### config.mk
export PLATFORM = sky130hd
export DESIGN_NAME = lsu_master
export DESIGN_NICKNAME = d
export VERILOG_FILES = /design/src/rtl/lsu_master_pkg.sv /design/src/rtl/lsu_align.sv /design/src/rtl/lsu_master.sv
export SDC_FILE = /design/constraint.sdc
export NUM_CORES = 1
export LEC_CHECK = 0
export BUFFER_PORTS_ARGS = -buffer_cell sky130_fd_sc_hd__buf_2
export CORE_ASPECT_RATIO = 0.8
export CORE_MARGIN = 5
export CORE_UTILIZATION = 40
export CTS_BUF_LIST = sky130_fd_sc_hd__clkbuf_4 sky130_fd_sc_hd__clkbuf_8 sky130_fd_sc_hd__clkbuf_16
export DETAILED_ROUTE_END_ITERATION = 8
export PLACE_DENSITY = 0.64
export REMOVE_ABC_BUFFERS = 1
export SYNTH_ARGS = -nofsm -noshare
export SYNTH_HDL_FRONTEND = slang
export SYNTH_SLANG_ARGS = --single-unit
### constraint.sdc
create_clock -name clk -period 3.9 [get_ports clk]
set_clock_uncertainty 0.05 [all_clocks]
set_input_delay 0.585 -clock clk [delete_from_list [all_inputs] [get_ports clk]]
set_output_delay 0.585 -clock clk [all_outputs]
set_load 0.05 [all_outputs]
### src/rtl/lsu_master_pkg.sv
// lsu_master shared constants: FSM state encodings and access size codes.
// Imported by lsu_master and lsu_align.
package lsu_master_pkg;

  localparam logic [1:0] LSU_IDLE = 2'd0;
  localparam logic [1:0] LSU_REQ  = 2'd1;
  localparam logic [1:0] LSU_DONE = 2'd2;

  localparam logic [1:0] SZ_B = 2'd0;
  localparam logic [1:0] SZ_H = 2'd1;
  localparam logic [1:0] SZ_W = 2'd2;

endpackage

### src/rtl/lsu_align.sv
// Lane steering for lsu_master: strobes, replicated store data,
// extended load value and alignment check. Purely combinational.
module lsu_align
  import lsu_master_pkg::*;
(
  input  logic [1:0]  size_i,
  input  logic        sgn_i,
  input  logic [1:0]  addr_i,
  input  logic [31:0] store_data_i,
  input  logic [31:0] mem_rdata_i,
  output logic [3:0]  wstrb_o,
  output logic [31:0] wdata_o,
  output logic [31:0] load_o,
  output logic        misaligned_o
);

  logic [31:0] byte_sh;
  logic [31:0] half_sh;

  assign byte_sh = mem_rdata_i >> {addr_i, 3'b000};
  assign half_sh = mem_rdata_i >> {addr_i[1], 4'b0000};

  always_comb begin
    wstrb_o      = 4'b0000;
    wdata_o      = store_data_i;
    load_o       = mem_rdata_i;
    misaligned_o = 1'b0;
    case (size_i)
      SZ_B: begin
        wstrb_o = 4'b0001 << addr_i;
        wdata_o = {4{store_data_i[7:0]}};
        load_o  = {{24{sgn_i & byte_sh[7]}},
                   byte_sh[7:0]};
      end
      SZ_H: begin
        wstrb_o      = 4'b0011 << {addr_i[1], 1'b0};
        wdata_o      = {2{store_data_i[15:0]}};
        load_o       = {{16{sgn_i & half_sh[15]}},
                        half_sh[15:0]};
        misaligned_o = addr_i[0];
      end
      SZ_W: begin
        wstrb_o      = 4'b1111;
        misaligned_o = |addr_i;
      end
      default: ;
    endcase
  end

endmodule

### src/rtl/lsu_master.sv
// Load/store initiator: decodes one op per start, drives a req/ready
// memory handshake, returns extended load data with a done pulse.
module lsu_master
  import lsu_master_pkg::*;
#(
  parameter int TIMEOUT_CYCLES = 16,
  parameter int CNT_W          = 8
) (
  input  logic        clk,
  input  logic        rst_n,
  input  logic        start,
  input  logic        is_lb,
  input  logic        is_lbu,
  input  logic        is_lh,
  input  logic        is_lhu,
  input  logic        is_lw,
  input  logic        is_sb,
  input  logic        is_sh,
  input  logic        is_sw,
  input  logic [31:0] address,
  input  logic [31:0] store_data,
  output logic        busy,
  output logic        done,
  output logic [31:0] load_data,
  output logic        misaligned,
  output logic        timeout,
  output logic        mem_req,
  output logic        mem_we,
  output logic [31:0] mem_addr,
  output logic [3:0]  mem_wstrb,
  output logic [31:0] mem_wdata,
  input  logic        mem_ready,
  input  logic [31:0] mem_rdata
);

  localparam bit TO_EN = TIMEOUT_CYCLES > 0;
  localparam logic [CNT_W-1:0] TO_LAST =
    CNT_W'(TIMEOUT_CYCLES - 1);

  logic [1:0]  state_q, state_d;
  logic [CNT_W-1:0] cnt_q, cnt_d;
  logic [31:0] addr_q, addr_d;
  logic        we_q, we_d;
  logic [3:0]  wstrb_q, wstrb_d;
  logic [31:0] wdata_q, wdata_d;
  logic [1:0]  size_q, size_d;
  logic        sgn_q, sgn_d;
  logic [1:0]  off_q, off_d;
  logic [31:0] ld_q, ld_d;
  logic        mis_q, mis_d;
  logic        to_q, to_d;

  logic        dec_ok, dec_st, dec_sgn;
  logic [1:0]  dec_size;

  always_comb begin
    dec_ok   = 1'b1;
    dec_st   = 1'b0;
    dec_sgn  = 1'b0;
    dec_size = SZ_W;
    priority case (1'b1)
      is_lw:  dec_size = SZ_W;
      is_lh:  begin dec_size = SZ_H; dec_sgn = 1'b1; end
      is_lhu: dec_size = SZ_H;
      is_lb:  begin dec_size = SZ_B; dec_sgn = 1'b1; end
      is_lbu: dec_size = SZ_B;
      is_sw:  begin dec_size = SZ_W; dec_st = 1'b1; end
      is_sh:  begin dec_size = SZ_H; dec_st = 1'b1; end
      is_sb:  begin dec_size = SZ_B; dec_st = 1'b1; end
      default: dec_ok = 1'b0;
    endcase
  end

  // One aligner serves both phases: fresh decode in IDLE,
  // latched op fields while extracting read data in REQ.
  logic        idle;
  logic [3:0]  al_wstrb;
  logic [31:0] al_wdata, al_load;
  logic        al_mis;

  assign idle = state_q == LSU_IDLE;

  lsu_align u_align (
    .size_i       (idle ? dec_size : size_q),
    .sgn_i        (idle ? dec_sgn : sgn_q),
    .addr_i       (idle ? address[1:0] : off_q),
    .store_data_i (store_data),
    .mem_rdata_i  (mem_rdata),
    .wstrb_o      (al_wstrb),
    .wdata_o      (al_wdata),
    .load_o       (al_load),
    .misaligned_o (al_mis)
  );

  always_comb begin
    state_d = state_q;
    cnt_d   = cnt_q;
    addr_d  = addr_q;
    we_d    = we_q;
    wstrb_d = wstrb_q;
    wdata_d = wdata_q;
    size_d  = size_q;
    sgn_d   = sgn_q;
    off_d   = off_q;
    ld_d    = ld_q;
    mis_d   = mis_q;
    to_d    = to_q;
    case (state_q)
      LSU_IDLE: begin
        if (start && dec_ok) begin
          mis_d = al_mis;
          to_d  = 1'b0;
          cnt_d = '0;
          if (al_mis) begin
            state_d = LSU_DONE;
          end else begin
            state_d = LSU_REQ;
            addr_d  = {address[31:2], 2'b00};
            we_d    = dec_st;
            wstrb_d = dec_st ? al_wstrb : 4'b0000;
            wdata_d = al_wdata;
            size_d  = dec_size;
            sgn_d   = dec_sgn;
            off_d   = address[1:0];
          end
        end
      end
      LSU_REQ: begin
        // Handshake takes precedence over an expiring timeout.
        if (mem_ready) begin
          if (!we_q) ld_d = al_load;
          state_d = LSU_DONE;
        end else if (TO_EN && cnt_q == TO_LAST) begin
          to_d    = 1'b1;
          state_d = LSU_DONE;
        end else begin
          cnt_d = cnt_q + 1'b1;
        end
      end
      LSU_DONE: state_d = LSU_IDLE;
      default:  state_d = LSU_IDLE;
    endcase
  end

  always_ff @(posedge clk or negedge rst_n) begin
    if (!rst_n) begin
      state_q <= LSU_IDLE;
      cnt_q   <= '0;
      addr_q  <= '0;
      we_q    <= 1'b0;
      wstrb_q <= '0;
      wdata_q <= '0;
      size_q  <= SZ_B;
      sgn_q   <= 1'b0;
      off_q   <= '0;
      ld_q    <= '0;
      mis_q   <= 1'b0;
      to_q    <= 1'b0;
    end else begin
      state_q <= state_d;
      cnt_q   <= cnt_d;
      addr_q  <= addr_d;
      we_q    <= we_d;
      wstrb_q <= wstrb_d;
      wdata_q <= wdata_d;
      size_q  <= size_d;
      sgn_q   <= sgn_d;
      off_q   <= off_d;
      ld_q    <= ld_d;
      mis_q   <= mis_d;
      to_q    <= to_d;
    end
  end

  assign mem_req    = state_q == LSU_REQ;
  assign done       = state_q == LSU_DONE;
  assign busy       = mem_req | done;
  assign mem_addr   = addr_q;
  assign mem_we     = we_q;
  assign mem_wstrb  = wstrb_q;
  assign mem_wdata  = wdata_q;
  assign load_data  = ld_q;
  assign misaligned = mis_q;
  assign timeout    = to_q;

endmodule

After elaboration in Yosys (flattened, before gate mapping)
Index checks and enable logic that the tools add are counted.

storage, ports and cells
  flip-flop bits (word level) = 116
  output and inout port bits = 106

operators by class
  add/sub/neg operators = 1
  shift operators = 4
  muxes and demuxes = 46
  bitwise gates (word level) = 5
  equal/unequal tests = 10
  reduce and logical (&&, ||, !) cells = 11

operators by type and width
  kind                 number
  $pmux 32 s2          2
  $shr 32x5->16        1
  $shr 32x5->8         1
  $mux 2               14
  $mux 8               3
  $mux 1               21
  $pmux 8 s2           1
  $pmux 4 s3           1
  $add 8x1->8 const B  1
  $eq 8x4->1 const B   1
  $reduce_and 4->1     2
  $reduce_and 3->1     2
  $eq 2x1->1 const B   2
  $eq 2x2->1 const B   2
  $logic_not 2->1      2
  $mux 4               1
  $ne 2x1->1 const B   2
  $ne 2x2->1 const B   2
  $pmux 1 s2           2
  $pmux 2 s2           1
  $reduce_and 2->1     2
  $shl 1x2->4 const A  1
  $shl 2x2->4 const A  1
  $ne 3x1->1 const B   1
  6 further kinds      8

Depth between registers and ports, before layout
Gate-level depths: netlist of run 1.

  word-level depth = 14
  gate-level depth with buffers = 15

Hierarchy
From an unflattened synthesis of run 1, not the netlist that was laid out.

second synthesis, totals
  cells, all modules = 501
  area, all modules = 5,943.2 um2

by module, submodules not included
  module      area an instance (um2)  sequential area each (um2)  cells an instance  times used
  lsu_master  4,828.4                 2,902.8                     329                1
  lsu_align   1,114.8                 0.0                         172                1

Least setup slack after synthesis of run 1
Ideal clock, no wire load.

  path type = flip-flop to flip-flop
  start = register state_q[0]
  end = register wdata_q[16] (netlist: mem_wdata[16])
  clock period less this slack = 3.081 ns
  path buffers = 4
  path slack = 0.819 ns
  data arrival time = 2.897 ns
  cell stages (with the launch flop) = 13
  data required time = 3.716 ns
  setup time = 0.134 ns
  cell sequence = dfrtp_1 inv_1 ha_1 buf_2 buf_2 clkbuf_1 mux2i_1 inv_1 ha_1 nor2_1 clkbuf_1 mux2i_1 o21ai_0

on the way
  word-level cells in the longest chain between the ends = 6

RTL lines
  element                                   line                                 text
  start: declaration                        lsu_master.sv:40                     logic [1:0] state_q, state_d;
  start signal: assignment                  lsu_master.sv:160                    state_q <= state_d;
  $logic_not 2->1 *                         lsu_master.sv:81, lsu_master.sv:108
  $mux 2 (on tied branches)                 lsu_master.sv:84, lsu_master.sv:86
  $eq 2x2->1, or another cell as far along  lsu_align.sv:28                      case (size_i)
  $pmux 1 s2                                lsu_align.sv:28
  $not 1->1 (no line)                       --
  $reduce_and 3->1 (no line)                --
  end signal: assignment                    lsu_master.sv:165                    wdata_q <= wdata_d;
  end: declaration                          lsu_master.sv:45                     logic [31:0] wdata_q, wdata_d;

Every way passes the cells marked *; elsewhere a longest branch is shown, timed or not.
A chain may end at the register's enable or synchronous reset.

Worst setup path in the final report of run 1
  start = register state_q[0]
  end = register ld_q[4] (netlist: load_data[4])

on the way
  word-level cells in the longest chain between the ends = 4

RTL lines
  element                                      line                                text
  $logic_not 2->1                              lsu_master.sv:81                    assign idle = state_q == LSU_IDLE;
  $mux 2 (on tied branches)                    lsu_master.sv:86, lsu_master.sv:84
  $shr 32x5->16, or another cell as far along  lsu_align.sv:21                     assign half_sh = mem_rdata_i >> {addr_i[1], 4'b0000};
  $pmux 32 s2                                  lsu_align.sv:28
  end signal: assignment                       lsu_master.sv:169                   ld_q <= ld_d;
  end: declaration                             lsu_master.sv:49                    logic [31:0] ld_q, ld_d;

Several ways; a longest one is shown, not always the timed one.

==> key figures, run 1 <==
Outcome
  – Status: finished clean

Clock network
  – CTS tree: yes
  – Clk sink count: 116
  – Clock Tree Buf Depth: 2
  – Root Driver: clkbuf_16
  – CTS H-tree lvls: 4
  – Setup Fix Bufs, Post-CTS: 0
  – Cells resized by post-CTS repair: 0
  – Clock Latency Late Sink: 0.42 ns
  – CTS buffer count: 17
  – Hold_buf cts: 0
  – Clock-pin transition on the worst setup and hold timing paths: 0.05 ns

Global routing
  – Global-route wire length before repair: 27.77 mm
  – Global-route usage over all layers: 0.2106
  – Grt ovf: 0
  – Largest net degree at the start of global routing: 67
  – Number of global-route vias before repair: 5494
  – Initial antenna violation count: 1

Yosys
  – Warnings, synthesis: 0
  – Synth async-reset ratio: 1.000
  – Ys flop type: dfrtp_1
  – Post-Syn Area: 5662 µm²
  – XOR/XNOR share of the synthesized area: 0.003094
  – Main combinational cell family by area after synthesis: simple AND/OR/NAND/NOR gates
  – Synth cell types: 50
  – Post-synthesis adder-cell area fraction: 0.01768
  – Flops & latches, synth: 116
  – Gate Count Post-Synth: 639
  – Seq/Total Area, Yosys: 0.5127
  – Synth Area in Simple Gates: 0.2179
  – Mux cell area share after synthesis: 0.03956
  – Number of synthesized flops with an enable pin: 0
  – Compound-Gate Fraction of Synth Area: 0.1642
  – Post-Syn Area per Cell: 8.860 µm²

Route
  – Routed WL: 17.23 mm
  – Routed Antenna Nets: 0
  – Via density: 5.196
  – WL per Instance: 16.65 µm
  – TritonRoute pass-1 iters: 5
  – DRC viols: 0
  – First DRT Iteration DRCs: 254
  – Vias: 5378

Floorplan
  – Die width: 143.0 µm
  – Die height: 116.4 µm
  – Initial Utilization: 0.4120
  – # rows: 38
  – Io pins: 214
  – Core footprint: 13740 µm²
  – Die footprint: 16650 µm²

Cells and area
  – Inserted Diodes: 0
  – Final Net Count: 958
  – Most frequent cells in the layout: buf_2, nand2_1, dfrtp_1
  – Most common cell after layout, fill and taps aside: buf_2
  – Layout area overhead: 31.47%
  – Proportion of layout cells with a drive suffix above 1: 0.3146

Power and ir drop
  – Overall power: 0.008102 W
  – Leak Pwr: 3.795 nW
  – Pwr dens: 1088 nW/µm²
  – Peak VDD IR: 589.8 µV

Timing
  – Fin crit share: 0.8738
  – Hold slack: 0.2146 ns
  – Setup TNS: 0 ns
  – Max Freq: 293.4 MHz
  – Final Critical Period: 3.408 ns
  – Rel. slew slack: 0.2221
  – RSZ-0062 raised after global routing: false
  – Final setup fails: 0
  – Worst setup margin: 0.4920 ns
  – Endpoints failing hold: 0
  – Final Max Slew Viols: 0
  – Worst slew pin tran: 1.167 ns

Worst setup path
  – Worst setup SP type: register
  – Kind of end point of the critical path: register
  – Worst Path Max Fanout: 22
  – Crit Path Class: reg2reg
  – CP Data Arrival Time: 3.70 ns
  – Data required time at the worst endpoint: 4.19 ns

Place
  – Pre-CTS setup slack: 0.2440 ns
  – Hpwl dp: 12.37 mm
  – PortBufs: 211
  – Gp weighted congestion: 0.8238

Hold path
  – Hold Path Class: in2async

Job
  – Max-Cap Viols: 0
==> kinds of logic (layout without fill, tap and decap cells) <==
kind of cell	Yosys count	in the layout
simple gates	293	293
compound gates	148	148
flops	116	116
buf+inv	49	264
mux	22	22
fa+ha+maj	8	8
xor+xnor	2	2
other cells	1	2
==> final timing paths <==
| path | startpoint | endpoint | slack (ns) | depth (start not counted) |
|---|---|---|---|---|
| max in group asynchronous | rst_n | cnt_q[6] | 2.66 | 2 |
| min in group clk | address[13] | mem_addr[13] | 0.31 | 3 |
| hold reg to reg | mem_addr[8] | mem_addr[8] | 0.42 | 2 |
| hold / removal | rst_n | timeout | 0.21 | 1 |
| setup / recovery | state_q[0] | load_data[4] | 0.49 | 10 |
| setup reg to reg | state_q[0] | load_data[4] | 0.49 | 10 |
==> layer usage <==
| layer | GRT usage | up-vias | part of all wire |
|---|---|---|---|
| met5 | 0 | - | 0.00052 |
| met1 | 0.2776 | 2520 | 0.43 |
| met4 | 0.06270 | 2 | 0.012 |
| met3 | 0.07614 | 17 | 0.10 |
| li1 | - | 2602 | - |
| met2 | 0.3285 | 237 | 0.45 |
==> cells in the mapped netlist, types with 5 or more instances <==
library cell,number,share of area
buf_6,5,0.0099
dfrtp_1,116,0.51
nor3_1,7,0.0062
mux2i_1,19,0.034
nand2b_1,10,0.011
o31ai_1,5,0.0066
nand3_1,8,0.0071
a21oi_1,52,0.046
nor2_1,77,0.051
a221oi_1,16,0.025
o21ai_0,30,0.027
buf_2,11,0.0097
a22oi_1,8,0.011
inv_1,8,0.0053
nand2_1,167,0.11
clkbuf_1,20,0.013
a31oi_1,18,0.020
ha_1,8,0.018
==> sequential cells by signal (all words and copies together), names as in the netlist <==
register and flops:
sgn_q 1, misaligned 1, mem_wdata 32, timeout 1
mem_wstrb 4, state_q 2, load_data 32, mem_we 1
size_q 2, mem_addr 30, off_q 2, cnt_q 8
==> through the flow <==
step	area [µm²]	util	std cells
detailed placement	6847	0.4983	1003
global route	7443	0.5417	1035
CTS	7443	0.5417	1035
global placement	6847	0.4983	1003
finish	7443	0.5417	1035
floorplan	5445	-	599
==> critical path, stage by stage (launching register included) <==
cell	delay (ns)
dfrtp_1	0.37
inv_1	0.09
ha_1	0.26
buf_4	0.21
nor2_1	0.11
a21o_1	0.14
ha_1	0.77
nor2_4	0.08
nor3_1	0.87
a221oi_1	0.23
nor2_1	0.15
==> where the power goes <==
| group | switching, W | internal [W] |
|---|---|---|
| logic | 0.00340 | 0.00110 |
| registers | 0.000298 | 0.00174 |
| clock network | 0.000548 | 0.00102 |
==> final cells by class <==
class / count / area, µm²
fill: 1277 / 6297
sequential: 116 / 2903
multi-input combinational: 475 / 2532
timing repair buffer: 224 / 1156
clock buffer: 24 / 496.7
tap: 180 / 225.2
clock inverter: 8 / 100.1
inverter: 8 / 30.03
Note: power is estimated with default switching activity, not from simulation.
==> run 2, diff against run 1 <==
--- a/config.mk
+++ b/config.mk
@@ -9,7 +9,6 @@
 export CORE_ASPECT_RATIO = 0.8
 export CORE_MARGIN = 5
 export CORE_UTILIZATION = 40
-export CTS_BUF_LIST = sky130_fd_sc_hd__clkbuf_4 sky130_fd_sc_hd__clkbuf_8 sky130_fd_sc_hd__clkbuf_16
 export DETAILED_ROUTE_END_ITERATION = 8
 export PLACE_DENSITY = 0.64
 export REMOVE_ABC_BUFFERS = 1
==> key figures, run 2 (synthesized netlist as in run 1, its figures left out) <==
Outcome
  – Status: finished clean

Cells and area
  – Multi-input combinational cell area: 2532 µm² (unchanged)
  – Sequential cell area: 2903 µm² (unchanged)
  – Inserted Diodes: 0 (unchanged)
  – Most frequent cells in the layout: buf_2, nand2_1, dfrtp_1
  – Layout area overhead: 31.20%
  – Non-Filler Instances: 1035 (unchanged)
  – Final Net Count: 958 (unchanged)
  – Fillers: 1282 (+0.39%)
  – Proportion of layout cells with a drive suffix above 1: 0.3099 (-0.004678)
  – Most common cell after layout, fill and taps aside: buf_2

Route
  – WL per Instance: 16.77 µm (+0.69%)
  – Vias: 5419 (+0.76%)
  – Routed WL: 17.35 mm (+0.69%)
  – TritonRoute pass-1 iters: 5 (unchanged)
  – First DRT Iteration DRCs: 240 (-5.5%)
  – Via density: 5.236 (+0.76%)
  – Routed Antenna Nets: 0 (unchanged)
  – DRC viols: 0 (unchanged)

Worst setup path
  – Reg2reg path depth: 10 (unchanged)
  – CP Data Arrival Time: 3.74 ns (+0.04 ns)
  – Kind of end point of the critical path: register
  – Data required time at the worst endpoint: 4.19 ns (about the same)
  – Reg2Reg Setup Slack: 0.45 ns (-0.04 ns)
  – Worst reg2reg startpoint: state_q[0]
  – Critical path's slowest cell: nor3_1
  – Crit-path max cell delay: 0.89 ns (+0.02 ns)
  – Worst Path Max Fanout: 22 (unchanged)
  – R2R Path End: load_data[4]
  – Worst setup SP type: register
  – Crit Path Class: reg2reg
  – CP Cell Sequence: inv_1 > ha_1 > buf_4 > nor2_1 > a21o_1 > ha_1 > nor2_4 > nor3_1 > a221oi_1 > nor2_1

Clock network
  – CTS tree: yes
  – Clock-pin transition on the worst setup and hold timing paths: 0.05 ns (about the same)
  – Clock Tree Buf Depth: 2 (unchanged)
  – Setup Fix Bufs, Post-CTS: 0 (unchanged)
  – Clock Latency Late Sink: 0.42 ns (about the same)
  – CTS H-tree lvls: 4 (unchanged)
  – Cells resized by post-CTS repair: 0 (unchanged)
  – Clk sink count: 116 (unchanged)
  – CTS buffer count: 17 (unchanged)
  – Root Driver: clkbuf_16
  – Hold_buf cts: 0 (unchanged)

Power and ir drop
  – Peak VDD IR: 584.0 µV (-0.98%)
  – Leak Pwr: 3.782 nW (-0.36%)
  – Pwr dens: 1088 nW/µm² (about the same)

Place
  – Gp weighted congestion: 0.8238 (unchanged)
  – Placed cells: 1003 (unchanged)
  – PortBufs: 211 (unchanged)
  – Hpwl dp: 12.37 mm (unchanged)

Floorplan
  – Die footprint: 16650 µm² (unchanged)
  – # rows: 38 (unchanged)
  – Io pins: 214 (unchanged)
  – Die width: 143.0 µm (unchanged)
  – Core footprint: 13740 µm² (unchanged)
  – Initial Utilization: 0.4120 (unchanged)
  – Die height: 116.4 µm (unchanged)

Global routing
  – Number of global-route vias before repair: 5529 (+0.64%)
  – Largest net degree at the start of global routing: 67 (unchanged)
  – Initial antenna violation count: 1 (unchanged)
  – Global-route wire length before repair: 27.89 mm (+0.42%)
  – Grt ovf: 0 (unchanged)
  – Global-route usage over all layers: 0.2116 (+0.001002)

Timing
  – Final Max Slew Viols: 0 (unchanged)
  – Rel. slew slack: 0.2189 (-0.003134)
  – Setup TNS: 0 ns (unchanged)
  – RSZ-0062 raised after global routing: false
  – Fin crit share: 0.8836 (+0.009802)
  – Final Critical Period: 3.446 ns (+0.03823 ns)
  – Endpoints failing hold: 0 (unchanged)
  – Final setup fails: 0 (unchanged)
  – Max Freq: 290.2 MHz (-1.1%)
  – Worst slew pin tran: 1.172 ns (+0.004701 ns)

Hold path
  – Hold Path Class: in2async

Job
  – Max-Cap Viols: 0 (unchanged)
run 2: changes by cell type in the layout (fill, tap and decap cells not counted):
cell and change:
clkbuf_1 +4, clkbuf_4 -4
run 2: final cells by class:
cell class | instances | area share
clock buffer | 24 | 0.06485
timing repair buffer | 224 | 0.1556
inverter | 8 | 0.004042
sequential | 116 | 0.3908
clock inverter | 8 | 0.01347
tap | 180 | 0.03032
multi-input combinational | 475 | 0.3409
run 2: stage by stage:
| stage | util | setup slack [ns] | power [W] | hold WS [ns] | area (µm²) |
|---|---|---|---|---|---|
| after floorplan | - | -0.6519 | 0.005316 | 0.2394 | 5445 |
| after global placement | 0.4983 | 0.3410 | 0.006472 | 0.4026 | 6847 |
| after detailed placement | 0.4983 | 0.2440 | 0.006578 | 0.4098 | 6847 |
| after CTS | 0.5406 | 0.4800 | 0.008153 | 0.2224 | 7428 |
| after global routing | 0.5406 | 0.2037 | 0.008567 | 0.2801 | 7428 |
| final | 0.5406 | 0.4538 | 0.008082 | 0.2089 | 7428 |
run 2: power breakdown:
group	internal [W]	total [W]	leakage (nW)	switching, W
logic	0.00110	0.00450	2.09	0.00340
clock network	0.000989	0.00154	0.284	0.000548
registers	0.00174	0.00204	1.41	0.000298
total	0.00383	0.00808	3.78	0.00425
run 2: routing by layer:
metal / up-vias / share of wire / global-route usage
met4: 2 / 0.014 / 0.06523
met5: - / 0.00052 / 0
met2: 229 / 0.46 / 0.3285
met1: 2562 / 0.43 / 0.2796
li1: 2605 / - / -
met3: 21 / 0.098 / 0.07614
run 2: worst max-delay path by stage:
stage | start | end | slack [ns] | cells after the start
3_3_place_gp | is_sh | load_data[1] | 0.34 | 10
2_1_floorplan | is_lbu | load_data[0] | -0.65 | 9
5_1_grt | state_q[0] | load_data[14] | 0.20 | 10
6_report | state_q[0] | load_data[4] | 0.45 | 10
3_5_place_dp | is_sh | load_data[4] | 0.24 | 10
4_1_cts | state_q[0] | load_data[4] | 0.48 | 10
run 2: critical path: cells and delay by family (launching register included):
family	cells	cell delay [ns]
simple gates	4	1.23
compound gates	2	0.37
flops	1	0.37
fa+ha+maj	2	1.04
buf+inv	2	0.30
